===== config.mk =====
export PLATFORM = sky130hd
export DESIGN_NAME = count_ctrl_flat
export DESIGN_NICKNAME = d
export VERILOG_FILES = /design/src/rtl/count_ctrl_pkg.sv /design/src/rtl/count_ctrl_if.sv /design/src/rtl/count_ctrl_btn_debounce.sv /design/src/rtl/count_ctrl.sv /design/src/flat_wrapper.sv
export SDC_FILE = /design/constraint.sdc
export NUM_CORES = 1
export LEC_CHECK = 0
export ABC_AREA = 1
export BUFFER_PORTS_ARGS = -buffer_cell sky130_fd_sc_hd__buf_2
export CAP_MARGIN = 10
export CORE_ASPECT_RATIO = 1.75
export CORE_MARGIN = 1.5
export CORE_UTILIZATION = 38
export CTS_BUF_LIST = sky130_fd_sc_hd__clkbuf_4
export CTS_CLUSTER_DIAMETER = 100
export CTS_CLUSTER_SIZE = 40
export DETAILED_ROUTE_END_ITERATION = 8
export HOLD_SLACK_MARGIN = 0.1
export MAX_ROUTING_LAYER = met4
export SYNTH_ARGS = -nofsm -noshare
export SYNTH_HDL_FRONTEND = slang
export SYNTH_HIERARCHICAL = 1
export SYNTH_SLANG_ARGS = --single-unit

===== constraint.sdc =====
create_clock -name clk -period 0.9 [get_ports clk]
set_input_delay 0.135 -clock clk [delete_from_list [all_inputs] [get_ports clk]]
set_output_delay 0.135 -clock clk [all_outputs]
set_load 0.05 [all_outputs]

===== src/rtl/count_ctrl_pkg.sv =====
// Shared types and defaults for the counter control stage.
package count_ctrl_pkg;

    localparam int unsigned DEF_WIDTH = 8;

    typedef enum logic [1:0] {
        STABLE_LO = 2'd0,
        WAIT_HI   = 2'd1,
        STABLE_HI = 2'd2,
        WAIT_LO   = 2'd3
    } deb_state_e;

endpackage


===== src/rtl/count_ctrl_if.sv =====
// Button/switch inputs and counter strobes between the control stage and its neighbours.
interface count_ctrl_if
    import count_ctrl_pkg::*;
#(
    parameter int unsigned WIDTH = DEF_WIDTH
) ();

    logic             btn_up;
    logic             btn_load;
    logic             auto_en;
    logic [WIDTH-1:0] sw_value;
    logic [WIDTH-1:0] entrada;
    logic             load;
    logic             countUp;

    modport master (
        output btn_up, btn_load, auto_en, sw_value,
        input  entrada, load, countUp
    );

    modport slave (
        input  btn_up, btn_load, auto_en, sw_value,
        output entrada, load, countUp
    );

endinterface


===== src/rtl/count_ctrl_btn_debounce.sv =====
// Two-flop synchroniser plus debounce FSM for one raw push-button.
module btn_debounce
    import count_ctrl_pkg::*;
#(
    parameter int unsigned DEB_CYCLES = 4
) (
    input  logic clk,
    input  logic rst,
    input  logic btn,
    output logic level,
    output logic press
);

    localparam int unsigned    CW       = (DEB_CYCLES > 1) ? $clog2(DEB_CYCLES) : 1;
    localparam logic [CW-1:0]  CNT_LAST = CW'(DEB_CYCLES - 1);

    logic           sync1;
    logic           sync2;
    deb_state_e     state;
    deb_state_e     state_nxt;
    logic [CW-1:0]  cnt;
    logic [CW-1:0]  cnt_nxt;
    logic           press_nxt;
    logic           level_nxt;

    always_ff @(posedge clk) begin
        if (rst) begin
            sync1 <= 1'b0;
            sync2 <= 1'b0;
            state <= STABLE_LO;
            cnt   <= '0;
            press <= 1'b0;
            level <= 1'b0;
        end else begin
            sync1 <= btn;
            sync2 <= sync1;
            state <= state_nxt;
            cnt   <= cnt_nxt;
            press <= press_nxt;
            level <= level_nxt;
        end
    end

    // cnt holds the number of consecutive cycles the synced level has disagreed
    always_comb begin
        state_nxt = state;
        cnt_nxt   = cnt;
        press_nxt = 1'b0;
        case (state)
            STABLE_LO: begin
                if (sync2) begin
                    if (DEB_CYCLES <= 1) begin
                        state_nxt = STABLE_HI;
                        press_nxt = 1'b1;
                    end else begin
                        state_nxt = WAIT_HI;
                        cnt_nxt   = CW'(1);
                    end
                end
            end
            WAIT_HI: begin
                if (!sync2) begin
                    state_nxt = STABLE_LO;
                    cnt_nxt   = '0;
                end else if (cnt == CNT_LAST) begin
                    state_nxt = STABLE_HI;
                    cnt_nxt   = '0;
                    press_nxt = 1'b1;
                end else begin
                    cnt_nxt = cnt + CW'(1);
                end
            end
            STABLE_HI: begin
                if (!sync2) begin
                    if (DEB_CYCLES <= 1) begin
                        state_nxt = STABLE_LO;
                    end else begin
                        state_nxt = WAIT_LO;
                        cnt_nxt   = CW'(1);
                    end
                end
            end
            WAIT_LO: begin
                if (sync2) begin
                    state_nxt = STABLE_HI;
                    cnt_nxt   = '0;
                end else if (cnt == CNT_LAST) begin
                    state_nxt = STABLE_LO;
                    cnt_nxt   = '0;
                end else begin
                    cnt_nxt = cnt + CW'(1);
                end
            end
            default: begin
                state_nxt = STABLE_LO;
                cnt_nxt   = '0;
            end
        endcase
        level_nxt = (state_nxt == STABLE_HI) || (state_nxt == WAIT_LO);
    end

endmodule


===== src/rtl/count_ctrl.sv =====
// Control stage for the 8-bit up counter: debounced buttons, auto-count prescaler, load/count arbitration.
module count_ctrl
    import count_ctrl_pkg::*;
#(
    parameter int unsigned WIDTH      = DEF_WIDTH,
    parameter int unsigned DEB_CYCLES = 4,
    parameter int unsigned PRESCALE   = 10
) (
    input  logic         clk,
    input  logic         rst,
    count_ctrl_if.slave  bus
);

    localparam int unsigned   PW       = $clog2(PRESCALE);
    localparam logic [PW-1:0] PRE_LAST = PW'(PRESCALE - 1);

    logic             up_press;
    logic             up_level;
    logic             load_press;
    logic             load_level;
    logic [PW-1:0]    presc;
    logic             tick_c;
    logic             req_c;
    logic             pending;
    logic [WIDTH-1:0] entrada_q;
    logic             load_q;
    logic             count_q;
    logic [1:0]       unused_levels;

    btn_debounce #(.DEB_CYCLES(DEB_CYCLES)) u_deb_up (
        .clk   (clk),
        .rst   (rst),
        .btn   (bus.btn_up),
        .level (up_level),
        .press (up_press)
    );

    btn_debounce #(.DEB_CYCLES(DEB_CYCLES)) u_deb_load (
        .clk   (clk),
        .rst   (rst),
        .btn   (bus.btn_load),
        .level (load_level),
        .press (load_press)
    );

    assign unused_levels = {up_level, load_level};

    assign tick_c = bus.auto_en && (presc == PRE_LAST);
    assign req_c  = up_press | tick_c;

    // Free-running only while auto_en is high; dropping it restarts the period
    always_ff @(posedge clk) begin
        if (rst || !bus.auto_en) begin
            presc <= '0;
        end else if (tick_c) begin
            presc <= '0;
        end else begin
            presc <= presc + PW'(1);
        end
    end

    // Load wins a collision; the displaced count request is replayed next cycle
    always_ff @(posedge clk) begin
        if (rst) begin
            entrada_q <= '0;
            load_q    <= 1'b0;
            count_q   <= 1'b0;
            pending   <= 1'b0;
        end else if (load_press) begin
            entrada_q <= bus.sw_value;
            load_q    <= 1'b1;
            count_q   <= 1'b0;
            pending   <= req_c;
        end else begin
            load_q    <= 1'b0;
            count_q   <= req_c | pending;
            pending   <= 1'b0;
        end
    end

    assign bus.entrada = entrada_q;
    assign bus.load    = load_q;
    assign bus.countUp = count_q;

endmodule


===== src/flat_wrapper.sv =====
// flat-port wrapper written by rule: the top's interface ports become plain ports
module count_ctrl_flat import count_ctrl_pkg::*;
#(
    parameter int unsigned WIDTH      = DEF_WIDTH,
    parameter int unsigned DEB_CYCLES = 4,
    parameter int unsigned PRESCALE   = 10
)
  (clk, rst, bus_btn_up, bus_btn_load, bus_auto_en, bus_sw_value, bus_entrada, bus_load, bus_countUp);
  count_ctrl_if #(.WIDTH(WIDTH)) bus_i ();
  input  logic clk;
  input  logic rst;
  input wire logic [$bits(bus_i.btn_up)-1:0] bus_btn_up;
  input wire logic [$bits(bus_i.btn_load)-1:0] bus_btn_load;
  input wire logic [$bits(bus_i.auto_en)-1:0] bus_auto_en;
  input wire logic [$bits(bus_i.sw_value)-1:0] bus_sw_value;
  output wire logic [$bits(bus_i.entrada)-1:0] bus_entrada;
  output wire logic [$bits(bus_i.load)-1:0] bus_load;
  output wire logic [$bits(bus_i.countUp)-1:0] bus_countUp;
  assign bus_i.btn_up = bus_btn_up;
  assign bus_i.btn_load = bus_btn_load;
  assign bus_i.auto_en = bus_auto_en;
  assign bus_i.sw_value = bus_sw_value;
  assign bus_entrada = bus_i.entrada;
  assign bus_load = bus_i.load;
  assign bus_countUp = bus_i.countUp;
  count_ctrl #(.WIDTH(WIDTH), .DEB_CYCLES(DEB_CYCLES), .PRESCALE(PRESCALE)) u_core (.clk(clk), .rst(rst), .bus(bus_i));
endmodule

==> flow_summary_export.csv <==
group,metric,value,unit
global_route,grt_max_degree,10,
yosys,syn_area,0.00110,sq mm
yosys,yosysWarnings,6,
clock_network,tritoncts,"yes",
sta,hold_viol,0,
sta,worstMarginPinSlew,227,ps
place,routabilityCongestion,0.760,
worst_setup_path,critPathMaxFanout,3,
floorplanning,rows,25,
worst_setup_path,slowest_stage,"dfxtp_2",
sta,hold_ws,164,ps
detailed_routing,wl_met3,91,um
worst_setup_path,crit_top_cell,"inv_2",
cells_and_area,layout.nets,205,
outcome,violations,"negative setup slack",
worst_setup_path,arrival,1220,ps
detailed_routing,ant_nets,0,
sta,finalCriticalPeriod,1000,ps
clock_network,cts_sinks,29,
pwr,p_comb_frac,0.091,
min_path,hold_path_class,"primary input to flip-flop",
detailed_routing,routed.top_layer,"met4",
place,dpl_worst_slack,-74.1,ps
yosys,synthCells,140,
pwr,p_int,0.00174,W
worst_setup_path,startpoint_type,"flip-flop",
floorplanning,core-area,0.00272,sq mm
worst_setup_path,crit_chain,"inv_2 -> ha_4 -> nand2_2 -> inv_2 -> nand2_4 -> nand3_2 -> nand2_1 -> inv_1",
cells_and_area,mostFrequentLayoutCell,"nand2_1",
global_route,grt_pass1_wl,3980,um
cells_and_area,drive_above_1_share,0.431,
clock_network,cts.htree.levels,2,
worst_setup_path,crit_family,"flip-flops",
pwr,power_frac_seq,0.591,
global_route,gr-total-overflow,0,
global_route,grt_pass1_vias,985,
pwr,p_leak,0.826,nW
floorplanning,start_util,0.406,
outcome,status,"finished, violations left",
floorplanning,die_w,43.7,um
pwr,powerDensity,1340,mW/mm^2
detailed_routing,num_vias,982,
worst_setup_path,slowest_delay,350,ps
cells_and_area,syn_to_final_growth,52.8,%
clock_network,cts_made_buffers,5,
clock_network,clock_path_buffers,2,
sta,finalClockSkew,4.57,ps
detailed_routing,drt_iter0_drc,15,
cells_and_area,fin_util,0.620,
detailed_routing,drtPass1Iterations,4,
pwr,ir_drop,0.814,mV
detailed_routing,drc,0,
worst_setup_path,endpoint_kind,"flip-flop",
clock_network,clkTransAtPathRegs,80,ps
cells_and_area,layout_common_cells,"nand2_1 (40), inv_1 (19), dfxtp_2 (18)",
sta,max_slew_margin,0.849,
detailed_routing,routed_wl,2400,um
place,dp.cells,194,
sta,setup_violations,15,
sta,slew_viol_final,0,
flow_run,max_cap_violations,0,
pwr,p_sw_frac,0.230,
worst_setup_path,path_buf_inv,3,
global_route,grt_use_total,0.173,
detailed_routing,wl_met2,1430,um
sta,fmax,999,MHz
floorplanning,ios,23,
worst_setup_path,critical_path_class,"flip-flop to flip-flop",
sta,worst_slack,-101,ps
place,dp_hpwl,1570,um
floorplanning,die_h,74.3,um
yosys,synth.net_count,157,
clock_network,root_buffer,"clkbuf_4",
place,io_buffers,22,
yosys,avgSynthCellArea,7.88,sq um
clock_network,insertion_delay,320,ps
worst_setup_path,cp_data_required_time,1120,ps
sta,period_share,1.11,
pwr,clkPwrFrac,0.318,
cells_and_area,antenna_cells,0,
floorplanning,die_area,0.00325,sq mm
pwr,power,0.00226,W
detailed_routing,wl_per_cell,11.2,um
sta,rsz0062_at_grt,"yes",
detailed_routing,viasPerCell,4.57,
pwr,p_switching,0.000518,W
detailed_routing,wl_met1,826,um
global_route,grt_antenna_before_repair,0,
cells_and_area,layoutNonFillerInstCount,215,
==> final cells by class <==
type	count	area, sq um
Fill cell	246	1030
Sequential cell	29	607
Clock buffer	6	45.0
Clock inverter	1	3.75
Inverter	23	88.8
Multi-Input combinational cell	88	533
Timing Repair Buffer	41	375
Tap cell	27	33.8
==> power by group through the flow <==
stage	registers, W	logic (W)	clock network (W)
floorplan	0.00135	0.0000715	0
global placement	0.00136	0.000132	0
detailed placement	0.00136	0.000137	0
CTS	0.00133	0.000183	0.000776
global route	0.00134	0.000232	0.000807
finish	0.00133	0.000204	0.000718
==> tightest hold or removal path: stages <==
cell    delay, ps
buf_2         110
buf_4         150
nor3_2         50
==> repair_timing <==
item / 4_1_cts / 5_1_grt
endpoints found under the setup margin: 18 / 25
pin swaps: 5 / 7
endpoints found under the hold margin: 16 / 0
cloned: 0 / 0
resized for setup: 38 / 26
hold buffers: 12 / 0
setup buffers: 1 / 2
==> per-layer routing <==
layer | GRT usage | up-vias
met5 | - | -
met2 | 0.310 | 17
met4 | 0.0842 | 0
li1 | - | 520
met3 | 0.0583 | 5
met1 | 0.159 | 440
==> stage by stage <==
step           area (sq um)  TNS (ps)
5_1_grt                1690     -1570
3_5_place_dp           1310      -351
3_3_place_gp           1310      -181
4_1_cts                1580     -1020
2_1_floorplan          1120     -16.0
6_report               1690      -710
==> registers in the layout (all words and copies together), names as in the netlist <==
register and cells:
u_core/bus.entrada 8, u_core/presc 4, u_core/u_deb_load/cnt 2, u_core/u_deb_load/state 2, u_core/u_deb_up/cnt 2, u_core/u_deb_up/state 2
u_core/bus.countUp 1, u_core/bus.load 1, u_core/pending 1, u_core/u_deb_load/press 1, u_core/u_deb_load/sync1 1, u_core/u_deb_load/sync2 1
u_core/u_deb_up/press 1, u_core/u_deb_up/sync1 1, u_core/u_deb_up/sync2 1
==> path summary, 6_finish.rpt <==
kind         cells past startpoint                    end  slack (ps)                   from
min                              3  u_core/u_deb_up/press         160                    rst
max reg2reg                      8     u_core/bus.countUp        -100        u_core/presc[1]
max                              8     u_core/bus.countUp        -100        u_core/presc[1]
min reg2reg                      2  u_core/u_deb_up/sync2         400  u_core/u_deb_up/sync1
No activity file was read; power rests on OpenSTA's default activity.
